## config.mk

```make
export PLATFORM = sky130hd
export DESIGN_NAME = serial_add_flat
export DESIGN_NICKNAME = d
export VERILOG_FILES = /design/src/rtl/serial_add_if.sv /design/src/rtl/serial_add.sv /design/src/flat_wrapper.sv
export SDC_FILE = /design/constraint.sdc
export NUM_CORES = 1
export LEC_CHECK = 0
export CORE_MARGIN = 5
export CORE_UTILIZATION = 25
export DETAILED_ROUTE_END_ITERATION = 10
export DONT_BUFFER_PORTS = 1
export PLACE_DENSITY_LB_ADDON = 0.15
export SLEW_MARGIN = 20
export SYNTH_ARGS = -nofsm -noshare
export SYNTH_HDL_FRONTEND = slang
export SYNTH_SLANG_ARGS = --single-unit
```

## constraint.sdc

```tcl
create_clock -name clk -period 2.03 [get_ports clk]
set_clock_uncertainty 0.05 [all_clocks]
set_input_delay 0.406 -clock clk [delete_from_list [all_inputs] [get_ports clk]]
set_output_delay 0.406 -clock clk [all_outputs]
set_load 0.05 [all_outputs]
```

## src/rtl/serial_add_if.sv

```systemverilog
// Operand/result handshake bundle for the digit-serial adder.
// master drives operands and result acceptance; slave is the adder side.
interface serial_add_if #(
  parameter int N = 8
);
  logic         in_valid;
  logic         in_ready;
  logic [N-1:0] a;
  logic [N-1:0] b;
  logic         cin;
  logic         sub;
  logic         out_valid;
  logic         out_ready;
  logic [N-1:0] sum;
  logic         cout;
  logic         ovf;

  modport master (
    output in_valid, a, b, cin, sub, out_ready,
    input  in_ready, out_valid, sum, cout, ovf
  );

  modport slave (
    input  in_valid, a, b, cin, sub, out_ready,
    output in_ready, out_valid, sum, cout, ovf
  );
endinterface

```

## src/rtl/serial_add.sv

```systemverilog
// Digit-serial adder/subtractor: W result bits per clock through a W-bit carry chain,
// with valid/ready on both sides and carry/borrow-out plus signed overflow.
module serial_add #(
  parameter int N = 8,
  parameter int W = 2
) (
  input  logic         clk,
  input  logic         rst,
  serial_add_if.slave  io
);

  localparam int WS = (W < 1) ? 1 : W;
  localparam int K  = N / WS;
  localparam int CW = (K > 1) ? $clog2(K) : 1;

  localparam logic [1:0] IDLE = 2'd0;
  localparam logic [1:0] RUN  = 2'd1;
  localparam logic [1:0] DONE = 2'd2;

  if (W < 1 || W > N) begin : g_badWidth
    $error("serial_add: W=%0d must satisfy 1 <= W <= N=%0d", W, N);
  end else if ((N % WS) != 0) begin : g_badDivide
    $error("serial_add: N=%0d must be divisible by W=%0d", N, W);
  end

  logic [1:0]    state_q, state_d;
  logic [N-1:0]  opA_q, opA_d;
  logic [N-1:0]  opB_q, opB_d;
  logic          carry_q, carry_d;
  logic          subMode_q, subMode_d;
  logic [CW-1:0] cnt_q, cnt_d;
  logic [N-1:0]  shift_q, shift_d;
  logic [N-1:0]  sum_q, sum_d;
  logic          cout_q, cout_d;
  logic          ovf_q, ovf_d;
  logic          outValid_q, outValid_d;

  logic [W:0]    digitSum;
  logic          digitCarry;
  logic          topCarryIn;
  logic [N-1:0]  shiftNext;

  assign digitSum   = {1'b0, opA_q[W-1:0]} + {1'b0, opB_q[W-1:0]} + {{W{1'b0}}, carry_q};
  assign digitCarry = digitSum[W];

  // Overflow needs the carry entering the operand MSB, which sits inside the last digit.
  if (W == 1) begin : g_topCarrySingle
    assign topCarryIn = carry_q;
  end else begin : g_topCarryMulti
    logic [W-1:0] lowSum;
    assign lowSum     = {1'b0, opA_q[W-2:0]} + {1'b0, opB_q[W-2:0]} + {{(W-1){1'b0}}, carry_q};
    assign topCarryIn = lowSum[W-1];
  end

  if (W == N) begin : g_shiftFull
    assign shiftNext = digitSum[W-1:0];
  end else begin : g_shiftPart
    assign shiftNext = {digitSum[W-1:0], shift_q[N-1:W]};
  end

  assign io.in_ready  = (state_q == IDLE) && !rst;
  assign io.out_valid = outValid_q;
  assign io.sum       = sum_q;
  assign io.cout      = cout_q;
  assign io.ovf       = ovf_q;

  always_comb begin
    state_d    = state_q;
    opA_d      = opA_q;
    opB_d      = opB_q;
    carry_d    = carry_q;
    subMode_d  = subMode_q;
    cnt_d      = cnt_q;
    shift_d    = shift_q;
    sum_d      = sum_q;
    cout_d     = cout_q;
    ovf_d      = ovf_q;
    outValid_d = outValid_q;
    case (state_q)
      IDLE: begin
        if (io.in_valid && io.in_ready) begin
          // Subtract runs as a + ~b + ~cin so one carry chain serves both modes.
          opA_d     = io.a;
          opB_d     = io.sub ? ~io.b : io.b;
          carry_d   = io.sub ? ~io.cin : io.cin;
          subMode_d = io.sub;
          cnt_d     = '0;
          state_d   = RUN;
        end
      end
      RUN: begin
        opA_d   = opA_q >> W;
        opB_d   = opB_q >> W;
        carry_d = digitCarry;
        cnt_d   = cnt_q + CW'(1);
        shift_d = shiftNext;
        if (cnt_q == CW'(K - 1)) begin
          sum_d      = shiftNext;
          cout_d     = subMode_q ? ~digitCarry : digitCarry;
          ovf_d      = topCarryIn ^ digitCarry;
          outValid_d = 1'b1;
          state_d    = DONE;
        end
      end
      DONE: begin
        if (io.out_ready) begin
          outValid_d = 1'b0;
          state_d    = IDLE;
        end
      end
      default: state_d = IDLE;
    endcase
  end

  always_ff @(posedge clk) begin
    if (rst) begin
      state_q    <= IDLE;
      opA_q      <= '0;
      opB_q      <= '0;
      carry_q    <= 1'b0;
      subMode_q  <= 1'b0;
      cnt_q      <= '0;
      shift_q    <= '0;
      sum_q      <= '0;
      cout_q     <= 1'b0;
      ovf_q      <= 1'b0;
      outValid_q <= 1'b0;
    end else begin
      state_q    <= state_d;
      opA_q      <= opA_d;
      opB_q      <= opB_d;
      carry_q    <= carry_d;
      subMode_q  <= subMode_d;
      cnt_q      <= cnt_d;
      shift_q    <= shift_d;
      sum_q      <= sum_d;
      cout_q     <= cout_d;
      ovf_q      <= ovf_d;
      outValid_q <= outValid_d;
    end
  end

endmodule
```

## src/flat_wrapper.sv

```systemverilog
// flat-port wrapper written by rule: the top's interface ports become plain ports
module serial_add_flat 
#(
  parameter int N = 8,
  parameter int W = 2
)
  (clk, rst, io_in_valid, io_a, io_b, io_cin, io_sub, io_out_ready, io_in_ready, io_out_valid, io_sum, io_cout, io_ovf);
  serial_add_if #(.N(N)) io_i ();
  input  logic clk;
  input  logic rst;
  input wire logic [$bits(io_i.in_valid)-1:0] io_in_valid;
  input wire logic [$bits(io_i.a)-1:0] io_a;
  input wire logic [$bits(io_i.b)-1:0] io_b;
  input wire logic [$bits(io_i.cin)-1:0] io_cin;
  input wire logic [$bits(io_i.sub)-1:0] io_sub;
  input wire logic [$bits(io_i.out_ready)-1:0] io_out_ready;
  output wire logic [$bits(io_i.in_ready)-1:0] io_in_ready;
  output wire logic [$bits(io_i.out_valid)-1:0] io_out_valid;
  output wire logic [$bits(io_i.sum)-1:0] io_sum;
  output wire logic [$bits(io_i.cout)-1:0] io_cout;
  output wire logic [$bits(io_i.ovf)-1:0] io_ovf;
  assign io_i.in_valid = io_in_valid;
  assign io_i.a = io_a;
  assign io_i.b = io_b;
  assign io_i.cin = io_cin;
  assign io_i.sub = io_sub;
  assign io_i.out_ready = io_out_ready;
  assign io_in_ready = io_i.in_ready;
  assign io_out_valid = io_i.out_valid;
  assign io_sum = io_i.sum;
  assign io_cout = io_i.cout;
  assign io_ovf = io_i.ovf;
  serial_add #(.N(N), .W(W)) u_core (.clk(clk), .rst(rst), .io(io_i));
endmodule
```

# Word-level counts from Yosys, hierarchy flattened
# Cells that the tools add are included.
dict set report word_totals {
  register_bits 41
  out_inout_bits 12
}
dict set report op_classes {
  n_addsub 5
  n_eq_ne 6
  n_mux 18
  n_bitwise 4
  n_reduce_logical 11
}
# op count
set op_table {}
lappend op_table {{$pmux 8 s2} 2}
lappend op_table {{$mux 8} 3}
lappend op_table {{$mux 2} 4}
lappend op_table {{$not 8->8} 1}
lappend op_table {{$pmux 2 s3} 1}
lappend op_table {{$reduce_and 2->1} 3}
lappend op_table {{$reduce_and 3->1} 2}
lappend op_table {{$mux 1} 5}
lappend op_table {{$eq 2x2->1 const B} 2}
lappend op_table {{$ne 2x2->1 const B} 2}
lappend op_table {{$pmux 1 s2} 2}
lappend op_table {{$pmux 2 s2} 1}
lappend op_table {{$reduce_bool 2->1} 2}
lappend op_table {{$add 2x2->3} 1}
lappend op_table {{$add 3x1->3} 1}
lappend op_table {{$add 1x1->2} 1}
lappend op_table {{$add 2x1->2} 1}
lappend op_table {{$add 2x1->2 const B} 1}
lappend op_table {{$eq 2x1->1 const B} 1}
lappend op_table {{$logic_and 1x1->1} 2}
lappend op_table {{$logic_not 2->1} 1}
lappend op_table {{$ne 2x1->1 const B} 1}
lappend op_table {{$not 1->1} 2}
lappend op_table {{$logic_not 1->1} 1}
lappend op_table {{$xor 1x1->1} 1}

# Depth between registers and ports, before layout
# Gate-level depths: netlist of the first run.
dict set report depth {
  ltp_word 5
  ltp_mapped 6
  ltp_nobuf 6
}

# Worst setup path before layout of the first run
# No wires, ideal clock.
dict set report synth_timing {
  path_type {input-to-output}
  startpoint {input rst}
  endpoint {output io_in_ready}
  arrival_ps 1821
  required_time_ps 1574
  slack_ps -247
  stages 3
  n_path_buf 2
  path_cell_list {clkbuf_1 -> clkbuf_1 -> nor3_1}
}
dict set report synth_via {
  elab_chain_cells 2
}
# item line
set synth_rtl {}
lappend synth_rtl {{start, declared} flat_wrapper.sv:10} ;# input logic rst;
lappend synth_rtl {{$logic_not 1->1} serial_add.sv:61} ;# assign io.in_ready = (state_q == IDLE) && !rst;
lappend synth_rtl {{$logic_and 1x1->1} serial_add.sv:61}
lappend synth_rtl {{end, declared} flat_wrapper.sv:17} ;# output wire logic [$bits(io_i.in_ready)-1:0] io_in_ready;
# Every way passes these cells.

# Worst setup path in the final report of the first run
dict set report layout_timing {
  startpoint {register u_core.carry_q}
  endpoint {register u_core.ovf_q (netlist: u_core.io.ovf)}
}
dict set report layout_via {
  elab_chain_cells 2
  elab_cells_between_ends 3
  classes_between {add/sub (2); bitwise (1)}
}
# item line
set layout_rtl {}
lappend layout_rtl {{start, declared} serial_add.sv:29} ;# logic carry_q, carry_d;
lappend layout_rtl {{start signal, assigned} serial_add.sv:132} ;# carry_q <= carry_d;
lappend layout_rtl {{$add 3x1->3 or $add 2x1->2 (tied branches)} {serial_add.sv:43, serial_add.sv:51}}
lappend layout_rtl {{$xor 1x1->1 (*)} serial_add.sv:100} ;# ovf_d = topCarryIn ^ digitCarry;
lappend layout_rtl {{end signal, assigned} serial_add.sv:138} ;# ovf_q <= ovf_d;
lappend layout_rtl {{end, declared} serial_add.sv:35} ;# logic ovf_q, ovf_d;
# Every way passes the cells marked *; elsewhere a longest branch is shown, timed or not.
# A chain may end at the register's enable or synchronous reset.

==> flow_metrics.tcl, run 1 <==
set metrics [dict create \
    run_status "complete, no violations" \
    end_kind "register" \
    core-area_um2 6830 \
    grt_pass1_vias 1274 \
    yosysSeqAreaShare_pct 44.2 \
    crit_top_cell "fa_1" \
    rsz0062_at_grt "no" \
    tightest_slew_ns 0.562 \
    p_leak_nw 0.646 \
    synth_edf_count 0 \
    antenna_found_initial 0 \
    finalNetCount 219 \
    grt_pass1_wl_um 6390 \
    drc 0 \
    die-area_um2 8840 \
    cpLargestDelayFamily "adder cells" \
    die-height_um 94.0 \
    avgViaCountPerCell 4.54 \
    totalWireLength_um 3940 \
    worstPathCellList "inv_1 > fa_1 > fa_1 > xnor2_1 > a211oi_1" \
    start_util_pct 25.8 \
    clock.fmax_mhz 536 \
    cts_tree "done" \
    post-route-period-util_pct 92.0 \
    p_total_w 0.00177 \
    fin_ws_ns 0.163 \
    fin_cells 291 \
    grt_max_degree 43 \
    syn-num-nets 224 \
    vias 1320 \
    hold_path.class "in -> reg" \
    syn_avg_cell_area_um2 8.87 \
    clkTransAtPathRegs_ns 0.08 \
    clock_latency_ns 0.29 \
    gp_congestion 0.733 \
    slowest_stage "fa_1" \
    diodes 0 \
    critPathMaxFanout 3 \
    cts_sinks 39 \
    first_iter_violations 62 \
    cts_resized 0 \
    ys_warn_count 0 \
    vdd_drop_max_uv 321 \
    clock_path_buffers 2 \
    ctsHtreeMaxLevel 2 \
    powerDensity_nw_per_um2 887 \
    netlist_area_um2 1770 \
    post-dp-hpwl_um 2540 \
    grt_util_all_layers_pct 9.30 \
    finalHoldViolations 0 \
    slew_headroom_pct 62.5 \
    ys_ff_latch 39 \
    fillCellCount 789 \
    ant_nets 0 \
    start_kind "register" \
    ys_types 29 \
    wl_per_cell_um 13.5 \
    io_buffers 0 \
    synthFlopType "dfxtp_1" \
    drive_gt1_share_pct 10.3 \
    max_cap_violations 0 \
    cts_inserted_buffers 5 \
    timing.final.crit_period_ns 1.87 \
    slew_violations 0 \
    reg2reg_slack_ns 0.16 \
    finalSetupTns_ns 0 \
    rows 30 \
    setup_viol 0 \
    worst-path-buf-inv 1 \
    cts_root_buf "clkbuf_8" \
    ctsHoldBuffers 0 \
    dp_cells 283 \
    netlist_instances 199 \
    cp_data_required_time_ns 2.19 \
    cts_setup_buffers 0 \
    async_flop_share_pct 0 \
    path_class "reg -> reg" \
    synthToLayoutAreaGrowth_pct 12.9 \
    cp.arrival_ns 2.02 \
    dr.pass1.iters 4 \
    slowest_delay_ns 0.51 \
    die_x_um 94.0 \
    io_pins 34 \
    dpl_worst_slack_ns 0.156 \
    grt_overflow 0 \
]
==> final cells by class <==
type                            instances  area [um^2]  share of cell area, %
Sequential cell                        39          781                   39.2
Tap cell                               96          120                   6.03
Inverter                                6         22.5                   1.13
Multi-Input combinational cell        136          863                   43.3
Clock inverter                          3         67.6                   3.39
Clock buffer                            5         68.8                   3.45
Timing Repair Buffer                    6         70.1                   3.52
==> cells in the final DEF (no fill, tap or decap), drive strengths merged, types with 4 or more instances in the layout <==
cell | Yosys | routed
a22oi | 6 | 6
a311oi | 6 | 6
buf | 11 | 6
nor2 | 10 | 10
clkbuf | 7 | 5
dfxtp | 39 | 39
nand2 | 38 | 38
xnor2 | 4 | 4
nand3 | 9 | 9
a21oi | 23 | 23
inv | 6 | 6
a211oi | 5 | 5
nor3 | 10 | 10
xor2 | 7 | 7
==> registers in the layout (all words and copies together) (netlist names) <==
register and flops:
u_core.cnt_q 2, u_core.state_q 2, u_core.io.out_valid 1, u_core.subMode_q 1, u_core.io.cout 1, u_core.io.ovf 1, u_core.shift_q 6, u_core.opA_q 8
u_core.carry_q 1, u_core.opB_q 8, u_core.io.sum 8
==> logic make-up (layout without fill, tap and decap cells) <==
group / Yosys count / in the layout / share of synthesized area [%]
AND/OR/NAND/NOR: 75 / 75 / 20.2
adder cells (fa/ha/maj): 3 / 3 / 2.98
AO/OA/AOI/OAI: 44 / 44 / 18.3
multiplexers: 3 / 3 / 1.70
XOR/XNOR: 11 / 11 / 5.46
flip-flops: 39 / 39 / 44.2
buffers and inverters: 24 / 20 / 7.16
==> worst register-to-register path, cell delays in order, from the launching register on <==
cell	delay [ns]
dfxtp_1	0.34
inv_1	0.06
fa_1	0.48
fa_1	0.51
xnor2_1	0.15
a211oi_1	0.21
==> synth_stat cells (3+ instances only) <==
cell      count  area [um^2]
a211oi_1      5         37.5
a21oi_1      23          115
a22oi_1       6         45.0
a311oi_1      6         52.6
buf_2         5         25.0
buf_6         3         33.8
clkbuf_1      7         26.3
dfxtp_1      39          781
inv_1         6         22.5
mux2i_1       3         30.0
nand2_1      38          143
nand2b_1      3         18.8
nand3_1       9         45.0
nor2_1        8         30.0
nor3_1       10         50.1
xnor2_1       4         35.0
xor2_1        7         61.3
==> worst paths after layout <==
path,end,cells past startpoint,start
setup / recovery,u_core.io.ovf,5,u_core.carry_q
hold / removal,u_core.io.sum[5],1,rst
setup reg to reg,u_core.io.ovf,5,u_core.carry_q
hold reg to reg,u_core.io.sum[0],2,u_core.shift_q[2]
==> through the flow <==
| step | utilization (%) | hold slack, ns | cell area [um^2] |
|---|---|---|---|
| after floorplan | - | 0.382 | 1770 |
| after detailed placement | 27.2 | 0.392 | 1860 |
| after CTS | 29.2 | 0.117 | 1990 |
| after global placement | 27.2 | 0.387 | 1860 |
| after global routing | 29.2 | 0.106 | 1990 |
| final | 29.2 | 0.137 | 1990 |
==> per-layer routing <==
metal | GRT usage [%] | routed length [um] | vias up | part of all wire, %
met1 | 11.9 | 1960 | 610 | 50
met5 | 0 | 0 | - | 0
li1 | - | - | 674 | -
met2 | 14.0 | 1670 | 32 | 42
met4 | 2.89 | 36 | 0 | 0.91
met3 | 4.17 | 285 | 4 | 7.2
==> where the power goes <==
group | internal [W] | switching [W]
registers | 0.000799 | 0.0000258
logic | 0.0000786 | 0.0000954
clock network | 0.000490 | 0.000279
No activity file was read; power rests on OpenSTA's default activity.
==> inputs of run 2 (changes only) <==
CORE_MARGIN = not set   (was 5)
==> run 2 against run 1 <==
Non-clock buffer count rose by 2. First-iteration DRC count decreased by 50%. Global-route usage is 2.2 points higher. Cell count rose by 0.69%. Combinational power barely moved. Die area down 16%. Sequential power about the same. Count of clock-buffer cells in the layout increased by 2. Core utilization shrank 0.61 points. Total power down 15%. Via count is 0.83% lower. Wire length decreased by 1.3%.
==> flow_metrics.tcl, run 2 (synthesized netlist as in run 1, its figures left out) <==
set metrics [dict create \
    setup_viol 0 \
    rsz0062_at_grt "no" \
    critPathMaxFanout 3 \
    max_cap_violations 0 \
    ctsHtreeMaxLevel 2 \
    antenna_found_initial 0 \
    die-height_um 86.0 \
    drive_gt1_share_pct 10.2 \
    p_leak_nw 0.631 \
    grt_pass1_vias 1307 \
    dpl_worst_slack_ns 0.166 \
    slowest_stage "fa_1" \
    cp.arrival_ns 2.01 \
    first_iter_violations 31 \
    dr.pass1.iters 4 \
    post-dp-hpwl_um 2430 \
    grt_overflow 0 \
    start_util_pct 26.0 \
    worst-path-buf-inv 1 \
    cts_tree "done" \
    finalHoldViolations 0 \
    fin_ws_ns 0.174 \
    layout_common_cells "dfxtp_1 (39), nand2_1 (38), a21oi_1 (23)" \
    synthToLayoutAreaGrowth_pct 9.92 \
    slew_violations 0 \
    timing.final.crit_period_ns 1.86 \
    vias 1309 \
    start_kind "register" \
    worstPathCellList "inv_1 > fa_1 > fa_1 > xnor2_1 > a211oi_1" \
    io_buffers 0 \
    crit_top_cell "fa_1" \
    post-route-period-util_pct 91.4 \
    vdd_drop_max_uv 227 \
    cts_resized 0 \
    gp_congestion 0.716 \
    hold_path.class "in -> reg" \
    finalSetupTns_ns 0 \
    fillCellCount 752 \
    cp_data_required_time_ns 2.18 \
    grt_max_degree 43 \
    path_depth 5 \
    final_common_cell "dfxtp_1" \
    diodes 0 \
    ant_nets 0 \
    core-area_um2 6790 \
    cts_inserted_buffers 5 \
    wl_per_cell_um 13.3 \
    clkTransAtPathRegs_ns 0.07 \
    avgViaCountPerCell 4.47 \
    cts_root_buf "clkbuf_8" \
    clock.fmax_mhz 539 \
    totalWireLength_um 3890 \
    grt_pass1_wl_um 6480 \
    utilization_pct 28.6 \
    clock_path_buffers 2 \
    slew_headroom_pct 63.7 \
    grt_util_all_layers_pct 11.5 \
    slowest_delay_ns 0.51 \
    path_class "reg -> reg" \
    cts_sinks 39 \
    end_kind "register" \
    io_pins 34 \
    die-area_um2 7400 \
    run_status "complete, no violations" \
    drc 0 \
    die_x_um 86.0 \
    ctsHoldBuffers 0 \
    cpLargestDelayFamily "adder cells" \
    tightest_slew_ns 0.543 \
    rows 30 \
    clock_latency_ns 0.28 \
    finalNetCount 221 \
    powerDensity_nw_per_um2 775 \
    reg2regPathDepth 5 \
    hold_path_depth 1 \
    cts_setup_buffers 0 \
]
run 2: per-stage QoR:
step	total power [W]	cell area (um^2)	hold WS, ns	cells
after floorplan	0.000996	1770	0.382	199
after global placement	0.00102	1860	0.387	285
after detailed placement	0.00102	1860	0.394	285
after CTS	0.00154	1940	0.117	293
after global routing	0.00160	1940	0.116	293
final	0.00150	1940	0.138	293
run 2: worst paths after layout:
check / from / end / slack (ns)
min: rst / u_core.io.out_valid / 0.14
min reg2reg: u_core.shift_q[2] / u_core.io.sum[0] / 0.40
max: u_core.carry_q / u_core.io.ovf / 0.17
max reg2reg: u_core.carry_q / u_core.io.ovf / 0.17
run 2: metal layers:
| layer | global-route usage, % | part of all wire, % | vias up |
|---|---|---|---|
| met5 | 0 | 0 | - |
| met2 | 17.0 | 43 | 28 |
| met3 | 4.14 | 6.3 | 5 |
| met1 | 15.0 | 49 | 602 |
| li1 | - | - | 674 |
| met4 | 5.00 | 1.2 | 0 |
run 2: area by class of cell:
| cell class | count | area (um^2) | share of cell area [%] |
|---|---|---|---|
| repair buffers | 8 | 72.6 | 3.74 |
| inverters | 6 | 22.5 | 1.16 |
| clock inverters | 1 | 5.00 | 0.258 |
| clock buffers | 7 | 76.3 | 3.93 |
| well taps | 96 | 120 | 6.19 |
| multi-input cells | 136 | 863 | 44.5 |
| flip-flops and latches | 39 | 781 | 40.2 |
run 2: report_power, final:
part           total [W]  switching [W]  internal, W
clock           0.000505       0.000264     0.000241
sequential      0.000825      0.0000258     0.000800
combinational   0.000173      0.0000957    0.0000774
total            0.00150       0.000385      0.00112
